===== config.mk =====
export PLATFORM = sky130hd
export DESIGN_NAME = mul_unit
export DESIGN_NICKNAME = d
export VERILOG_FILES = /design/src/rtl/lc3_pkg.sv /design/src/rtl/mul_unit.sv
export SDC_FILE = /design/constraint.sdc
export NUM_CORES = 1
export LEC_CHECK = 0
export ABC_AREA = 1
export CAP_MARGIN = 25
export CORE_MARGIN = 5
export CORE_UTILIZATION = 40
export DETAILED_ROUTE_END_ITERATION = 7
export PLACE_DENSITY = 0.68
export SLEW_MARGIN = 25
export SYNTH_ARGS = -nofsm -noshare
export SYNTH_HDL_FRONTEND = slang
export SYNTH_SLANG_ARGS = --single-unit

===== constraint.sdc =====
create_clock -name Clk -period 3.2 [get_ports Clk]
set_input_delay 0.48 -clock Clk [delete_from_list [all_inputs] [get_ports Clk]]
set_output_delay 0.48 -clock Clk [all_outputs]
set_load 0.01 [all_outputs]

===== src/rtl/lc3_pkg.sv =====
// Shared LC-3 datapath definitions.
//   mul_state_t : control states of the iterative multiplier
//   LC3_WORD_W  : machine word width (default multiplier operand width)
//   OP_MUL      : IR[15:12] encoding of the MUL opcode
package lc3_pkg;

    typedef enum logic [1:0] {
        IDLE = 2'd0,
        RUN  = 2'd1,
        DONE = 2'd2
    } mul_state_t;

    localparam int         LC3_WORD_W = 16;
    localparam logic [3:0] OP_MUL     = 4'b1101;

endpackage


===== src/rtl/mul_unit.sv =====
// Iterative two's-complement multiplier for the LC-3 MUL opcode.
// Radix-2 shift-add over operand magnitudes, then a sign fix-up. The
// control unit pulses Start and waits for Done; Product is then gated to
// the bus and written into DR with setCC.
//
// Ports:
//   Clk        in   system clock, rising edge
//   Reset_n    in   asynchronous active-low reset
//   Start      in   request, sampled only in IDLE or DONE
//   Operand_A  in   WIDTH  multiplicand (two's complement)
//   Operand_B  in   WIDTH  multiplier   (two's complement)
//   Product    out  WIDTH  low WIDTH bits of the signed product (registered)
//   Busy       out  high while in RUN
//   Done       out  one-cycle pulse when Product becomes valid
//   Overflow   out  full product does not fit in signed WIDTH (held)
//
// Build option:
//   MUL_EARLY_EXIT_EN  leave RUN as soon as the remaining multiplier
//                      magnitude is zero; results are identical, only the
//                      latency shrinks.
module mul_unit
    import lc3_pkg::*;
#(
    parameter int WIDTH = LC3_WORD_W
) (
    input  logic             Clk,
    input  logic             Reset_n,
    input  logic             Start,
    input  logic [WIDTH-1:0] Operand_A,
    input  logic [WIDTH-1:0] Operand_B,
    output logic [WIDTH-1:0] Product,
    output logic             Busy,
    output logic             Done,
    output logic             Overflow
);

    localparam int CNT_W = (WIDTH > 2) ? $clog2(WIDTH) : 1;
    localparam logic [CNT_W-1:0] LAST = CNT_W'(WIDTH - 1);

    // Largest positive magnitude representable in signed WIDTH bits.
    localparam logic [2*WIDTH-1:0] POS_LIM = {{(WIDTH+1){1'b0}}, {(WIDTH-1){1'b1}}};
    // Largest negative magnitude (one more than POS_LIM).
    localparam logic [2*WIDTH-1:0] NEG_LIM = POS_LIM + 1'b1;

    // Magnitude as an unsigned value; the most negative input maps onto
    // itself, which is exactly its magnitude when read unsigned.
    function automatic logic [WIDTH-1:0] magnitude(input logic signed [WIDTH-1:0] v);
        return v[WIDTH-1] ? WIDTH'(-v) : v;
    endfunction

    function automatic logic out_of_range(input logic [2*WIDTH-1:0] mag, input logic is_neg);
        return is_neg ? (mag > NEG_LIM) : (mag > POS_LIM);
    endfunction

    mul_state_t state, state_next;

    logic [2*WIDTH-1:0] acc;
    logic [2*WIDTH-1:0] mag_a;
    logic [WIDTH-1:0]   mag_b;
    logic               neg;
    logic [CNT_W-1:0]   count;

    logic                      accept;
    logic                      run_last;
    logic [2*WIDTH-1:0]        acc_sum;
    logic signed [2*WIDTH-1:0] result;

    assign accept = Start && ((state == IDLE) || (state == DONE));

    // The last partial product is folded in on the same edge that leaves
    // RUN, so the fix-up works on the post-add accumulator.
    assign acc_sum = acc + (mag_b[0] ? mag_a : '0);
    assign result  = neg ? -$signed(acc_sum) : $signed(acc_sum);

`ifdef MUL_EARLY_EXIT_EN
    // Nothing left to add once the shifted multiplier is zero.
    assign run_last = (count == LAST) || (mag_b[WIDTH-1:1] == '0);
`else
    assign run_last = (count == LAST);
`endif

    // ---- control: state register
    always_ff @(posedge Clk or negedge Reset_n) begin
        if (!Reset_n) begin
            state <= IDLE;
        end else begin
            state <= state_next;
        end
    end

    always_comb begin
        state_next = state;
        case (state)
            IDLE:    if (Start) state_next = RUN;
            RUN:     if (run_last) state_next = DONE;
            DONE:    state_next = Start ? RUN : IDLE;
            default: state_next = IDLE;
        endcase
    end

    assign Busy = (state == RUN);
    assign Done = (state == DONE);

    // ---- datapath: operand latch, shift-add iteration, result capture
    always_ff @(posedge Clk or negedge Reset_n) begin
        if (!Reset_n) begin
            acc      <= '0;
            mag_a    <= '0;
            mag_b    <= '0;
            neg      <= 1'b0;
            count    <= '0;
            Product  <= '0;
            Overflow <= 1'b0;
        end else if (accept) begin
            acc   <= '0;
            mag_a <= {{WIDTH{1'b0}}, magnitude(Operand_A)};
            mag_b <= magnitude(Operand_B);
            neg   <= Operand_A[WIDTH-1] ^ Operand_B[WIDTH-1];
            count <= '0;
        end else if (state == RUN) begin
            acc   <= acc_sum;
            mag_a <= mag_a << 1;
            mag_b <= mag_b >> 1;
            count <= count + 1'b1;
            if (run_last) begin
                Product  <= result[WIDTH-1:0];
                Overflow <= out_of_range(acc_sum, neg);
            end
        end
    end

endmodule


Yosys cells after proc, flatten, opt, wreduce, memory -nomap -nowiden:

Cells that the tools add are included.

* bits in registers: 104
* bits of input ports: 35
* output and inout port bits: 19
* logic and storage cells: 45

* add/subtract/negate cells: 5
* $lt $le $gt $ge: 2
* eq/ne operators: 5
* muxes and demuxes: 17
* bitwise operators: 2
* reduce and logical (&&, ||, !) cells: 6

Operators with widths (number)
* $mux 32: 5
* $mux 16: 5
* $neg 16->16: 3
* $add 32x32->32: 1
* $gt 32x15->1 const B: 1
* $gt 32x16->1 const B: 1
* $mux 4: 2
* $pmux 2 s3: 1
* $add 4x1->4 const B: 1
* $eq 4x4->1 const B: 1
* $mux 2: 2
* $reduce_and 3->1: 1
* $eq 2x1->1 const B: 1
* $eq 2x2->1 const B: 1
* $logic_not 2->1: 1
* $mux 1: 2
* $ne 2x1->1 const B: 1
* $ne 2x2->1 const B: 1
* $reduce_and 2->1: 1
* $reduce_bool 2->1: 1
* $logic_and 1x1->1: 1
* $logic_or 1x1->1: 1
* $not 1->1: 1
* $xor 1x1->1: 1

Logic depth before layout (Yosys ltp):

* depth in word-level cells: 5
* depth in mapped cells: 22
* mapped depth without buffers: 20

Worst setup path before layout:

No wires, ideal clock.

* path type: reg2reg
* start point: register mag_b[0]
* end point: register Product[14]
* arrival: 2543 ps
* required time: 3083 ps
* slack: 540 ps
* stages on the path, launching flop included: 19
* period minus slack after synthesis: 2660 ps
* cell sequence: dfrtp_1 clkbuf_1 clkbuf_1 nand2_1 inv_1 fa_1 inv_1 ha_1 inv_1 nor2_1 nand3_2 nor2_2 nand2_1 nor2_2 nand3_2 nand2_2 nand3_1 nand3_1 nand2_1

* word-level cells in the longest chain between the ends: 4

Ends and longest elaborated chain
* start: declaration: RTL line mul_unit.sv:59 `logic [WIDTH-1:0] mag_b;`
* start signal: assignment: RTL line mul_unit.sv:117 `mag_b <= magnitude(Operand_B);`
* start signal: assignment: RTL line mul_unit.sv:123 `mag_b <= mag_b >> 1;`
* $mux 32 *: RTL line mul_unit.sv:72 `assign acc_sum = acc + (mag_b[0] ? mag_a : '0);`
* $add 32x32->32 *: RTL line mul_unit.sv:72
* $neg 16->16: RTL line mul_unit.sv:73 `assign result = neg ? -$signed(acc_sum) : $signed(acc_sum);`
* $mux 16 *: RTL line mul_unit.sv:73
* end signal: assignment: RTL line mul_unit.sv:126 `Product <= result[WIDTH-1:0];`
* end: declaration: RTL line mul_unit.sv:31 `output logic [WIDTH-1:0] Product,`

Every way passes the cells marked *; elsewhere a longest branch is shown, timed or not.
A chain may end at the register's enable or synchronous reset.

Final worst setup path:

* start point: register mag_b[0]
* end point: register Overflow

* word-level cells in the longest chain between the ends: 4
* elaborated cells on any way between the ends: 5
* classes of those cells: add/sub: 1; order compare: 2; mux: 2

Ends and longest elaborated chain
* $mux 32 *: RTL line mul_unit.sv:72
* $add 32x32->32 *: RTL line mul_unit.sv:72
* $gt 32x15->1 or $gt 32x16->1 (tied branches): RTL line mul_unit.sv:52 `return is_neg ? (mag > NEG_LIM) : (mag > POS_LIM);`
* $mux 1 *: RTL line mul_unit.sv:52
* end signal: assignment: RTL line mul_unit.sv:127 `Overflow <= out_of_range(acc_sum, neg);`
* end: declaration: RTL line mul_unit.sv:34 `output logic Overflow`

Marked as above.

==> flow_metrics.py <==
metrics = {
    "timing": {
        "skew_ns": 0.009392,
        "finalMaxSlewViolations": 0,
        "grt_setup_unrepaired": "false",
        "timing.slew.headroom": 0.5663,
        "hold_violations": 0,
        "fmax_mhz": 344.4,
        "tightestPinTransition_ns": 0.6506,
        "tns_ns": 0,
        "setup_viol": 0,
        "fin_crit_sh": 0.9073,
        "period_needed_ns": 2.903,
    },
    "placed_design": {
        "post-dp-hpwl_microns": 16630,
        "port_buffers": 53,
        "gp_congestion": 0.9588,
    },
    "clocking": {
        "post-cts-setup-buffer-count": 0,
        "cts_buffer_depth": 2,
        "clock-sinks": 104,
        "cts_tree": "done",
        "clk_pin_slew_ns": 0.07,
        "cts-root-buf": "clkbuf_16",
        "clk_latency_ns": 0.35,
        "h-tree-depth": 3,
        "cts_buffers": 9,
    },
    "floorplanning": {
        "rows": 51,
        "fp.dieW_microns": 150,
        "die_area_sq_um": 22500,
        "initial_core_util": 0.4042,
        "chipHeight_microns": 150,
        "coreArea_sq_um": 19400,
        "ios": 54,
    },
    "cells_and_area": {
        "layout.nets": 1314,
        "drive_above_1_share": 0.06576,
        "final_common_cell": "nand2_1",
        "diodes": 0,
        "final_cell_mix": "379 x nand2_1, 224 x inv_1, 103 x dfrtp_1",
        "area_growth_pct": 14.92,
    },
    "critical_path": {
        "crit_path_top_delay_cell": "dfrtp_2",
        "path_class": "flip-flop to flip-flop",
        "endpoint_kind": "flip-flop",
        "rrSetupSlack_ns": 0.30,
        "start_kind": "flip-flop",
        "slowest_delay_ns": 0.46,
        "path_cells": "buf_12 -> nand2_1 -> inv_1 -> ha_1 -> nand2_1 -> nor2_1 -> inv_1 -> nor2_2 -> nand4_1 -> nand3_1 -> nand2_1 -> nand2_1 -> nand3_1 -> nor2_1 -> nand3_1 -> nor2_1 -> nor2_1",
        "cp_max_fo": 27,
        "cp.required_ns": 3.45,
        "arrival_ns": 3.15,
    },
    "logic_synthesis": {
        "synthCells": 1195,
        "syn_area_per_cell_sq_um": 6.561,
        "synth.top_cell.area_share": 0.3320,
        "syn_nets": 1267,
        "synth_area_leader_cell": "dfrtp_1",
        "syn_area_sq_um": 7840,
        "synth.area.top_cells": "dfrtp_1 33%, nand2_1 18%, inv_1 11%, ha_1 5.7%, nand3_1 4.5%",
        "synth_seq_cells": 104,
        "synth.distinct_cells": 40,
        "ys_seq_area_frac": 0.3320,
        "synth_warnings": 0,
    },
    "route": {
        "viasPerCell": 5.022,
        "first_pass_iters": 8,
        "wl_microns": 21420,
        "num_vias": 7593,
        "drt_iter0_markers": 508,
        "ant_nets": 0,
        "route.detailed.drc": 0,
        "wl_per_cell_microns": 14.17,
    },
    "global_route": {
        "grt_pass1_vias": 7350,
        "grt_util_all_layers": 0.2000,
        "antenna_found_initial": 0,
        "grt_max_degree": 77,
        "grt_overflow": 0,
        "grt_pass1_wl_microns": 36420,
    },
    "power_and_ir_drop": {
        "p_leak_nw": 4.782,
        "report.power.total_mw": 9.159,
        "max-vdd-ir-drop_mv": 0.4818,
        "pwr_density_cell_nw_per_um2": 1017,
    },
    "flow_run": {
        "max_cap_violations": 0,
    },
    "run_status": {
        "status": "completed",
    },
    "hold_path": {
        "holdCritPathClass": "input pin to asynchronous set/reset pin",
    },
}
[worst max-delay path, delay by kind of cell (launching register included)]
kind,cells,cell delay [ns]
and+or+nand+nor,13,1.62
DFF,1,0.46
adders and majority gates,1,0.37
buffers and inverters,3,0.33
[power by group]
group	internal (mW)	switching (mW)	total, mW
clock	0.593	0.506	1.10
sequential	1.94	0.402	2.34
combinational	2.01	3.71	5.72
[final cells by class]
class | instances | area, sq um
clock inverters | 4 | 27.53
flip-flops and latches | 104 | 2604
well taps | 265 | 331.6
clock buffers | 12 | 266.5
fillers | 2056 | 10390
repair buffers | 67 | 658.1
inverters | 232 | 870.8
multi-input cells | 828 | 4252
[path summary, 6_finish.rpt]
path,start,to,depth (start not counted)
setup / recovery,mag_b[0],Overflow,17
hold / removal,Reset_n,mag_a[9],1
setup reg to reg,mag_b[0],Overflow,17
hold reg to reg,Product[9],Product[9],2
max in group asynchronous,Reset_n,acc[26],2
min in group Clk,Product[9],Product[9],2
[flip-flops by register name (all words and copies together) (netlist names)]
| signal | cells |
|---|---|
| mag_b | 16 |
| Overflow | 1 |
| mag_a | 32 |
| state | 2 |
| neg | 1 |
| Product | 16 |
| count | 4 |
| acc | 32 |
[metrics by stage]
step	worst slack [ns]	utilization	cells	instance area, sq um	hold slack [ns]
global placement	0.2737	0.4489	1496	8707	0.4335
CTS	0.2388	0.4640	1512	9001	0.05917
floorplan	0.5401	-	1195	7840	0.1844
finish	0.2966	0.4645	1512	9010	0.05169
detailed placement	0.2576	0.4489	1496	8707	0.4391
global route	0.07078	0.4645	1512	9010	0.08025
[cell usage after synthesis, drive strengths merged]
cell type	number
fa	1
o41ai	1
nand3	78
nand2	399
o221ai	17
ha	36
nand3b	10
or2	1
a32o	2
o21ai	69
clkbuf	25
dfrtp	104
o22ai	15
o21bai	5
nor3	18
o211ai	11
a21oi	40
clkinv	2
a31oi	5
nor2	85
xor2	10
nand4	11
buf	6
a31o	1
inv	230
xnor2	4
a22o	9
[metal layers]
| layer | global-route usage | up-vias | routed length, microns |
|---|---|---|---|
| li1 | - | 3875 | - |
| met1 | 0.2877 | 3488 | 10280 |
| met2 | 0.3183 | 202 | 9742 |
| met3 | 0.02514 | 28 | 1038 |
| met4 | 0.05306 | 0 | 353 |
| met5 | 0 | - | 0 |
[timing repair]
action,4_1_cts,5_1_grt
hold buffers,0,0
gates resized for setup,0,3
setup endpoints to repair,0,2
[logic make-up after synthesis]
logic type      Yosys count  share of synthesized area
fa+ha+maj                37                    0.06001
buf+inv                 263                     0.1267
xor+xnor                 14                    0.01660
flops                   104                     0.3320
simple gates            602                     0.3291
compound gates          175                     0.1357
Note: power is estimated with default switching activity, not from simulation.
